$ cat src/rtl/mips_pkg.sv
// Shared MIPS core definitions: default widths, reset PC, NOP encoding and
// the per-cycle fetch action used by the fetch stage.
package mips_pkg;

    localparam int unsigned DEF_PC_W     = 30;
    localparam int unsigned DEF_IMEM_AW  = 8;
    localparam int unsigned DEF_INSTR_W  = 32;
    localparam int unsigned DEF_RESET_PC = 0;

    localparam logic [31:0] NOP = 32'h0;

    // What the fetch stage does on a non-reset edge.
    typedef enum logic [1:0] {
        ACT_HOLD,
        ACT_REDIRECT,
        ACT_SEQ
    } fetch_act_t;

endpackage

$ cat src/rtl/fetch_target_calc.sv
// Combinational branch/jump target computation relative to the decode-stage
// sequential PC. Jump takes precedence over a taken branch.
module fetch_target_calc
    import mips_pkg::*;
#(
    parameter int unsigned PC_W = DEF_PC_W
) (
    input  logic [PC_W-1:0] pc_seq,
    input  logic [15:0]     imm16,
    input  logic [25:0]     addr26,
    input  logic            is_jump,
    output logic [PC_W-1:0] target
);

    logic [PC_W-1:0] imm_sext;
    logic [PC_W-1:0] br_tgt;
    logic [PC_W-1:0] jump_tgt;

    // Sign-extend the offset, form both targets and pick jump over branch.
    always_comb begin
        imm_sext = {{(PC_W-16){imm16[15]}}, imm16};
        br_tgt   = pc_seq + imm_sext;
        jump_tgt = {pc_seq[PC_W-1:26], addr26};
        target   = is_jump ? jump_tgt : br_tgt;
    end

endmodule

$ cat src/rtl/fetch_stage.sv
// Pipelined instruction-fetch stage: PC register, ROM addressing and the
// IF/ID pipeline register with reset > stall > redirect > sequential priority.
// Optional macro FETCH_PERF_EN adds saturating perf_fetched / perf_bubbles
// counters and their output ports.
module fetch_stage
    import mips_pkg::*;
#(
    parameter int unsigned     PC_W     = DEF_PC_W,
    parameter int unsigned     IMEM_AW  = DEF_IMEM_AW,
    parameter int unsigned     INSTR_W  = DEF_INSTR_W,
    parameter logic [PC_W-1:0] RESET_PC = PC_W'(DEF_RESET_PC)
) (
    input  logic               clk,
    input  logic               rst_n,
    output logic [IMEM_AW-1:0] imem_addr,
    input  logic [INSTR_W-1:0] imem_data,
    input  logic               stall,
    input  logic               is_jump,
    input  logic               is_branch_taken,
    input  logic [15:0]        imm16,
    input  logic [25:0]        addr26,
    output logic [PC_W-1:0]    pc,
    output logic [INSTR_W-1:0] if_id_instr,
    output logic [PC_W-1:0]    if_id_pc_seq,
    output logic               if_id_valid
`ifdef FETCH_PERF_EN
    ,
    output logic [31:0]        perf_fetched,
    output logic [31:0]        perf_bubbles
`endif
);

    fetch_act_t      act;
    logic            redirect;
    logic [PC_W-1:0] target;
    logic [PC_W-1:0] pc_inc;

    fetch_target_calc #(
        .PC_W (PC_W)
    ) u_target (
        .pc_seq  (if_id_pc_seq),
        .imm16   (imm16),
        .addr26  (addr26),
        .is_jump (is_jump),
        .target  (target)
    );

    assign imem_addr = pc[IMEM_AW-1:0];
    assign pc_inc    = pc + PC_W'(1);

    // Select this cycle's action; a bubble in IF/ID can never redirect.
    always_comb begin
        act      = ACT_SEQ;
        redirect = if_id_valid & (is_jump | is_branch_taken);
        if (stall) begin
            act = ACT_HOLD;
        end else if (redirect) begin
            act = ACT_REDIRECT;
        end
    end

    // PC and IF/ID register update.
    always_ff @(posedge clk) begin
        if (!rst_n) begin
            pc           <= RESET_PC;
            if_id_instr  <= INSTR_W'(NOP);
            if_id_pc_seq <= '0;
            if_id_valid  <= 1'b0;
        end else begin
            unique case (act)
                ACT_HOLD: ;
                ACT_REDIRECT: begin
                    pc          <= target;
                    if_id_instr <= INSTR_W'(NOP);
                    if_id_valid <= 1'b0;
                end
                ACT_SEQ: begin
                    pc           <= pc_inc;
                    if_id_instr  <= imem_data;
                    if_id_pc_seq <= pc_inc;
                    if_id_valid  <= 1'b1;
                end
                default: ;
            endcase
        end
    end

`ifdef FETCH_PERF_EN
    // Saturating event counters; stall cycles are neither fetches nor bubbles.
    always_ff @(posedge clk) begin
        if (!rst_n) begin
            perf_fetched <= '0;
            perf_bubbles <= '0;
        end else begin
            if (act == ACT_SEQ && perf_fetched != '1) begin
                perf_fetched <= perf_fetched + 32'd1;
            end
            if (act == ACT_REDIRECT && perf_bubbles != '1) begin
                perf_bubbles <= perf_bubbles + 32'd1;
            end
        end
    end
`endif

endmodule

$ cat config.mk
export PLATFORM = sky130hd
export DESIGN_NAME = fetch_stage
export DESIGN_NICKNAME = d
export VERILOG_FILES = /design/src/rtl/mips_pkg.sv /design/src/rtl/fetch_target_calc.sv /design/src/rtl/fetch_stage.sv
export SDC_FILE = /design/constraint.sdc
export NUM_CORES = 1
export LEC_CHECK = 0
export CAP_MARGIN = 25
export CELL_PAD_IN_SITES_DETAIL_PLACEMENT = 1
export CELL_PAD_IN_SITES_GLOBAL_PLACEMENT = 1
export CORE_MARGIN = 5
export CORE_UTILIZATION = 37
export DETAILED_ROUTE_END_ITERATION = 7
export PLACE_DENSITY = 0.93
export SYNTH_ARGS = -nofsm -noshare
export SYNTH_HDL_FRONTEND = slang
export SYNTH_SLANG_ARGS = --single-unit
$ cat constraint.sdc
create_clock -name clk -period 6.85 [get_ports clk]
set_clock_uncertainty 0.1 [all_clocks]
set_input_delay 0.685 -clock clk [delete_from_list [all_inputs] [get_ports clk]]
set_output_delay 0.685 -clock clk [all_outputs]
set_load 0.02 [all_outputs]
# After elaboration in Yosys (flattened, before gate mapping)
# Index checks and enable logic that the tools add are counted.
# Widths: inputs -> output; s select.
[op_classes] add_sub_neg=2 n_eq_ne=2 muxes=6 bitwise=2 reduce_logical=1
[op_table] cell="$pmux 32 s2" n=1
[op_table] cell="$pmux 30 s2" n=1
[op_table] cell="$add 30x1->30 const B" n=1
[op_table] cell="$add 30x30->30" n=1
[op_table] cell="$mux 30" n=1
[op_table] cell="$mux 2" n=2
[op_table] cell="$eq 2x1->1 const B" n=1
[op_table] cell="$eq 2x2->1 const B" n=1
[op_table] cell="$pmux 1 s2" n=1
[op_table] cell="$reduce_bool 2->1" n=1
[op_table] cell="$and 1x1->1" n=1
[op_table] cell="$or 1x1->1" n=1
[word_totals] register_bits=93 inputBits=79 out_inout_bits=101 elab_cells=17

# Logic depth before layout (Yosys ltp)
[depth] ltp_word=6 depth_mapped=12 depth_no_buf=11

# By module
# From an unflattened synthesis, not the netlist that was laid out.
[hier_totals] cells_unflattened=891 hier_area_um2=6755.2
[modules_own_cells] mod="fetch_stage" n_inst=1 cells_each=579 area_per_inst_um2=4717.0 seq_area_each_um2=1861.8
[modules_own_cells] mod="fetch_target_calc" n_inst=1 cells_each=312 area_per_inst_um2=2038.2 seq_area_each_um2=0.0

# Worst setup path after synthesis
# OpenSTA, ideal clock, no wires.
[synth_path] path_type="input port to flip-flop" from="in imm16[0]" to="reg pc[18]" setup_time_ps=123 arrival_ps=2949 path_slack_ps=3678 cell_stages=11 path_cell_list="ha_1 -> fa_1 -> a211oi_1 -> o21ai_0 -> a31oi_1 -> o21ai_2 -> a21oi_1 -> o21ai_0 -> xor2_1 -> a221oi_1 -> nor2_1"
[synth_between] elab_chain_cells=3
[synth_lines] item="from (decl)" line="fetch_stage.sv:20" source="input logic [15:0] imm16,"
[synth_lines] item="$add 30x30->30" line="fetch_target_calc.sv:22" source="br_tgt = pc_seq + imm_sext;"
[synth_lines] item="$mux 30" line="fetch_target_calc.sv:24" source="target = is_jump ? jump_tgt : br_tgt;"
[synth_lines] item="$pmux 30 s2" line="fetch_stage.sv:70" source="unique case (act)"
[synth_lines] item="to (signal assigned)" line="fetch_stage.sv:73" source="pc <= target;"
[synth_lines] item="to (signal assigned)" line="fetch_stage.sv:78" source="pc <= pc_inc;"
[synth_lines] item="to (decl)" line="fetch_stage.sv:22" source="output logic [PC_W-1:0] pc,"
# No other way between the ends.
# A chain may end at the register's enable or synchronous reset.

# Worst setup path in the final report
[layout_path] from="in imm16[0]" to="reg pc[24]"
# Same word-level chain as after synthesis.

==> results by group <==
Yosys
  • Largest family of logic cells by synthesized area: compound AO/OA/AOI/OAI gates
  • Simple-Gate Fraction of Synth Area: 23.32%
  • Seq/Total Area, Yosys: 29.99%
  • Xor and xnor area share after synthesis: 7.477%
  • Post-synthesis cell type count: 61
  • Post-Synth Adder-Cell Area: 6.368%
  • Yosys reg bits: 93
  • Synth Cell Area: 0.006208 sq mm
  • Syn Area/Cell: 7.703 sq um
  • Primary FF master, synth: dfxtp_1
  • Async set-reset flop share out of synthesis: 0%
  • YS warnings: 0
  • Post-synthesis mux area share: 0.4837%
  • Mapped Cells: 806
  • Syn_nets: 916
  • Complex-gate fraction of the synthesized area: 26.94%
  • EDFF count, synth: 0

CTS
  • Post_cts resized: 0
  • Root buf cell: clkbuf_16
  • CTS tree: built
  • Clk sinks: 93
  • Clock slew seen by the registers of the worst setup and hold paths: 0.07 ns
  • Worst-case clock buffer depth: 2
  • Number of buffers created by CTS: 9
  • Post-CTS Hold Buffers: 0
  • Htree depth: 3
  • Post-CTS setup buffer count: 0
  • Skew-Pair Late Insertion Delay: 0.35 ns

Detailed routing
  • Drt drc: 0
  • Routed length per instance: 20.14 um
  • Via count: 6611
  • Total wire length: 23.49 mm
  • Iteration-0 DRC Markers: 422
  • DRT Pass-1 Iters: 5
  • Antenna Nets Post-Route: 0
  • Vias per cell: 5.670

Die
  • Die H: 139.5 um
  • Die X: 139.5 um
  • Num ports: 180
  • Initial core utilization: 37.57%
  • # rows: 47
  • CORE AREA: 0.01652 sq mm
  • DIE AREA: 0.01947 sq mm

GRT
  • Met3 usage: 2.436%
  • Largest net degree at the start of global routing: 98
  • Global Route met2 Usage: 39.97%
  • GR Util met1: 29.60%
  • Vias in the first global route: 6762
  • Total congestion overflow: 0
  • Global-route wire length before repair: 36.76 mm
  • Overall global routing resource usage: 23.12%
  • Initial antenna violation count: 0
  • Global-route layer with the greatest usage: met2

Pwr
  • Net switching power: 534.1 uW
  • Clock power frac: 34.2%
  • Power density cells: 199.0 mW/mm^2
  • Peak supply drop: 0.1183 mV
  • Sw frac: 32.11%
  • Flop pwr share: 37.1%
  • Lkg Pwr: 3.380 nW
  • Comb pwr share: 28.6%
  • P_int: 1.129 mW

Run
  • Maxcap violations: 0

STA
  • Slew Limit Headroom: 30.27%
  • RSZ-0062 raised after global routing: no
  • Final TNS setup: 0 ns
  • Final setup fails: 0
  • Final Cycle Share: 57.80%
  • PnR worst setup slack: 2.891 ns
  • Fmax: 252.6 MHz
  • Least-Margin Pin Slew: 1.046 ns
  • Final Max Slew Viols: 0
  • Hold Violations, Final: 0
  • Final min period: 3.959 ns

Place
  • GPL Wtd Cong: 0.8922
  • DPL Wire Length: 16.78 mm
  • Worst slack, placed: 2.582 ns
  • Placed Cells: 1150
  • IO buf count: 179

Critical path
  • FF-to-FF End: pc[24]$_SDFFE_PN0P_
  • R2r worst-path depth: 11
  • Crit end category: flip-flop
  • Worst EP required: 6.96 ns
  • Worst Setup Path Type: input port to flip-flop
  • R2r setup slk: 3.32 ns
  • Worst Setup Start Kind: input port
  • Reg2reg start: if_id_pc_seq[0]$_SDFFE_PN0P_
  • CP arrival: 4.07 ns
  • Worst-path fanout max: 4

Cells and area
  • Fin util: 50.57%
  • Area growth, synth to finish: 34.60%
  • Most common cell after layout, fill and taps aside: clkdlybuf4s50_1
  • # diodes: 0
  • Commonest non-fill, non-tap cells in the layout: 176 x clkdlybuf4s50_1, 153 x nand2_1, 93 x dfxtp_1, 89 x o21ai_0, 47 x a21oi_1
  • Non-Filler Instances: 1166
  • Layout cells sized above 1: 4.017%
  • Post-layout nets: 1051

Min path
  • Critical hold path startpoint: if_id_pc_seq[22]$_SDFFE_PN0P_
  • WHS Path Cells: 2
  • Worst Hold Class: flip-flop to flip-flop
  • WHS Endpoint: if_id_pc_seq[22]$_SDFFE_PN0P_

Status
  • Run status: finished clean
## power groups by stage
| stage | combinational [mW] | sequential [mW] | clock [mW] |
|---|---|---|---|
| final | 0.476 | 0.618 | 0.569 |
| after detailed placement | 0.470 | 0.629 | 0 |
| after global placement | 0.454 | 0.627 | 0 |
| after floorplan | 0.247 | 0.657 | 0 |
| after CTS | 0.476 | 0.617 | 0.579 |
| after global routing | 0.513 | 0.622 | 0.600 |
## synthesized netlist by cell type, types with 10 or more instances
| master | count | area, sq um |
|---|---|---|
| a211oi_1 | 12 | 90.09 |
| a21oi_1 | 47 | 235.2 |
| a31oi_1 | 10 | 62.56 |
| and2_1 | 43 | 269.0 |
| clkbuf_1 | 44 | 165.2 |
| dfxtp_1 | 93 | 1862 |
| ha_1 | 30 | 375.4 |
| nand2_1 | 153 | 574.3 |
| nand3_1 | 23 | 115.1 |
| nor2_1 | 33 | 123.9 |
| nor3_1 | 14 | 70.07 |
| o211a_1 | 27 | 270.3 |
| o21ai_0 | 90 | 450.4 |
| xnor2_1 | 25 | 219.0 |
| xor2_1 | 28 | 245.2 |
## layer usage
metal	vias up	share of wire, %	wire length [um]
li1	3126	-	-
met1	3235	44	10270
met2	203	49	11460
met3	47	4.4	1034
met4	0	3.1	727
met5	-	0	0
## critical path: stages
cell             delay, ns
clkdlybuf4s50_1       0.40
ha_1                  0.25
fa_1                  0.44
a211oi_1              0.48
o21ai_0               0.29
a31oi_1               0.32
o21ai_2               0.16
a31oi_1               0.32
nand2_1               0.12
mux2i_1               0.13
o41ai_1               0.37
a21oi_1               0.12
## registers in the layout (all words and copies together), names as in the netlist
signal,count
if_id_instr,32
if_id_pc_seq,30
if_id_valid,1
pc,30
## area by class of cell
type / instances / area [sq um]
timing repair buffer: 187 / 1837
tap: 220 / 275.3
clock inverter: 3 / 67.56
inverter: 7 / 26.28
fill: 2010 / 8168
clock buffer: 13 / 260.3
multi-input combinational: 643 / 4029
sequential: 93 / 1862
## how the worst max path moves through the flow
stage | start | end | slack, ns | depth (start not counted)
after floorplan | imm16[0] | pc[18]$_SDFFE_PN0P_ | 3.68 | 11
after global placement | imm16[0] | pc[24]$_SDFFE_PN0P_ | 2.71 | 12
after detailed placement | imm16[0] | pc[24]$_SDFFE_PN0P_ | 2.58 | 12
after CTS | imm16[0] | pc[24]$_SDFFE_PN0P_ | 2.94 | 12
after global routing | imm16[0] | pc[22]$_SDFFE_PN0P_ | 2.66 | 12
final | imm16[0] | pc[24]$_SDFFE_PN0P_ | 2.89 | 12
## through the flow
stage                     hold slack (ns)  power, mW  instance area [sq um]
final                              0.4329      1.663                   8357
after global routing               0.4734      1.735                   8357
after CTS                          0.4374      1.672                   8357
after detailed placement           0.4260      1.099                   8029
after global placement             0.4192      1.081                   8029
after floorplan                    0.4558     0.9034                   6208
## cells by family after synthesis
group | count (synthesis)
AOI/OAI and AO/OA | 249
xor gates and xnor gates | 53
adders and majority gates | 31
buffers and inverters | 70
DFF | 93
muxes | 3
and+or+nand+nor | 307
No activity file was read; power rests on OpenSTA's default activity.
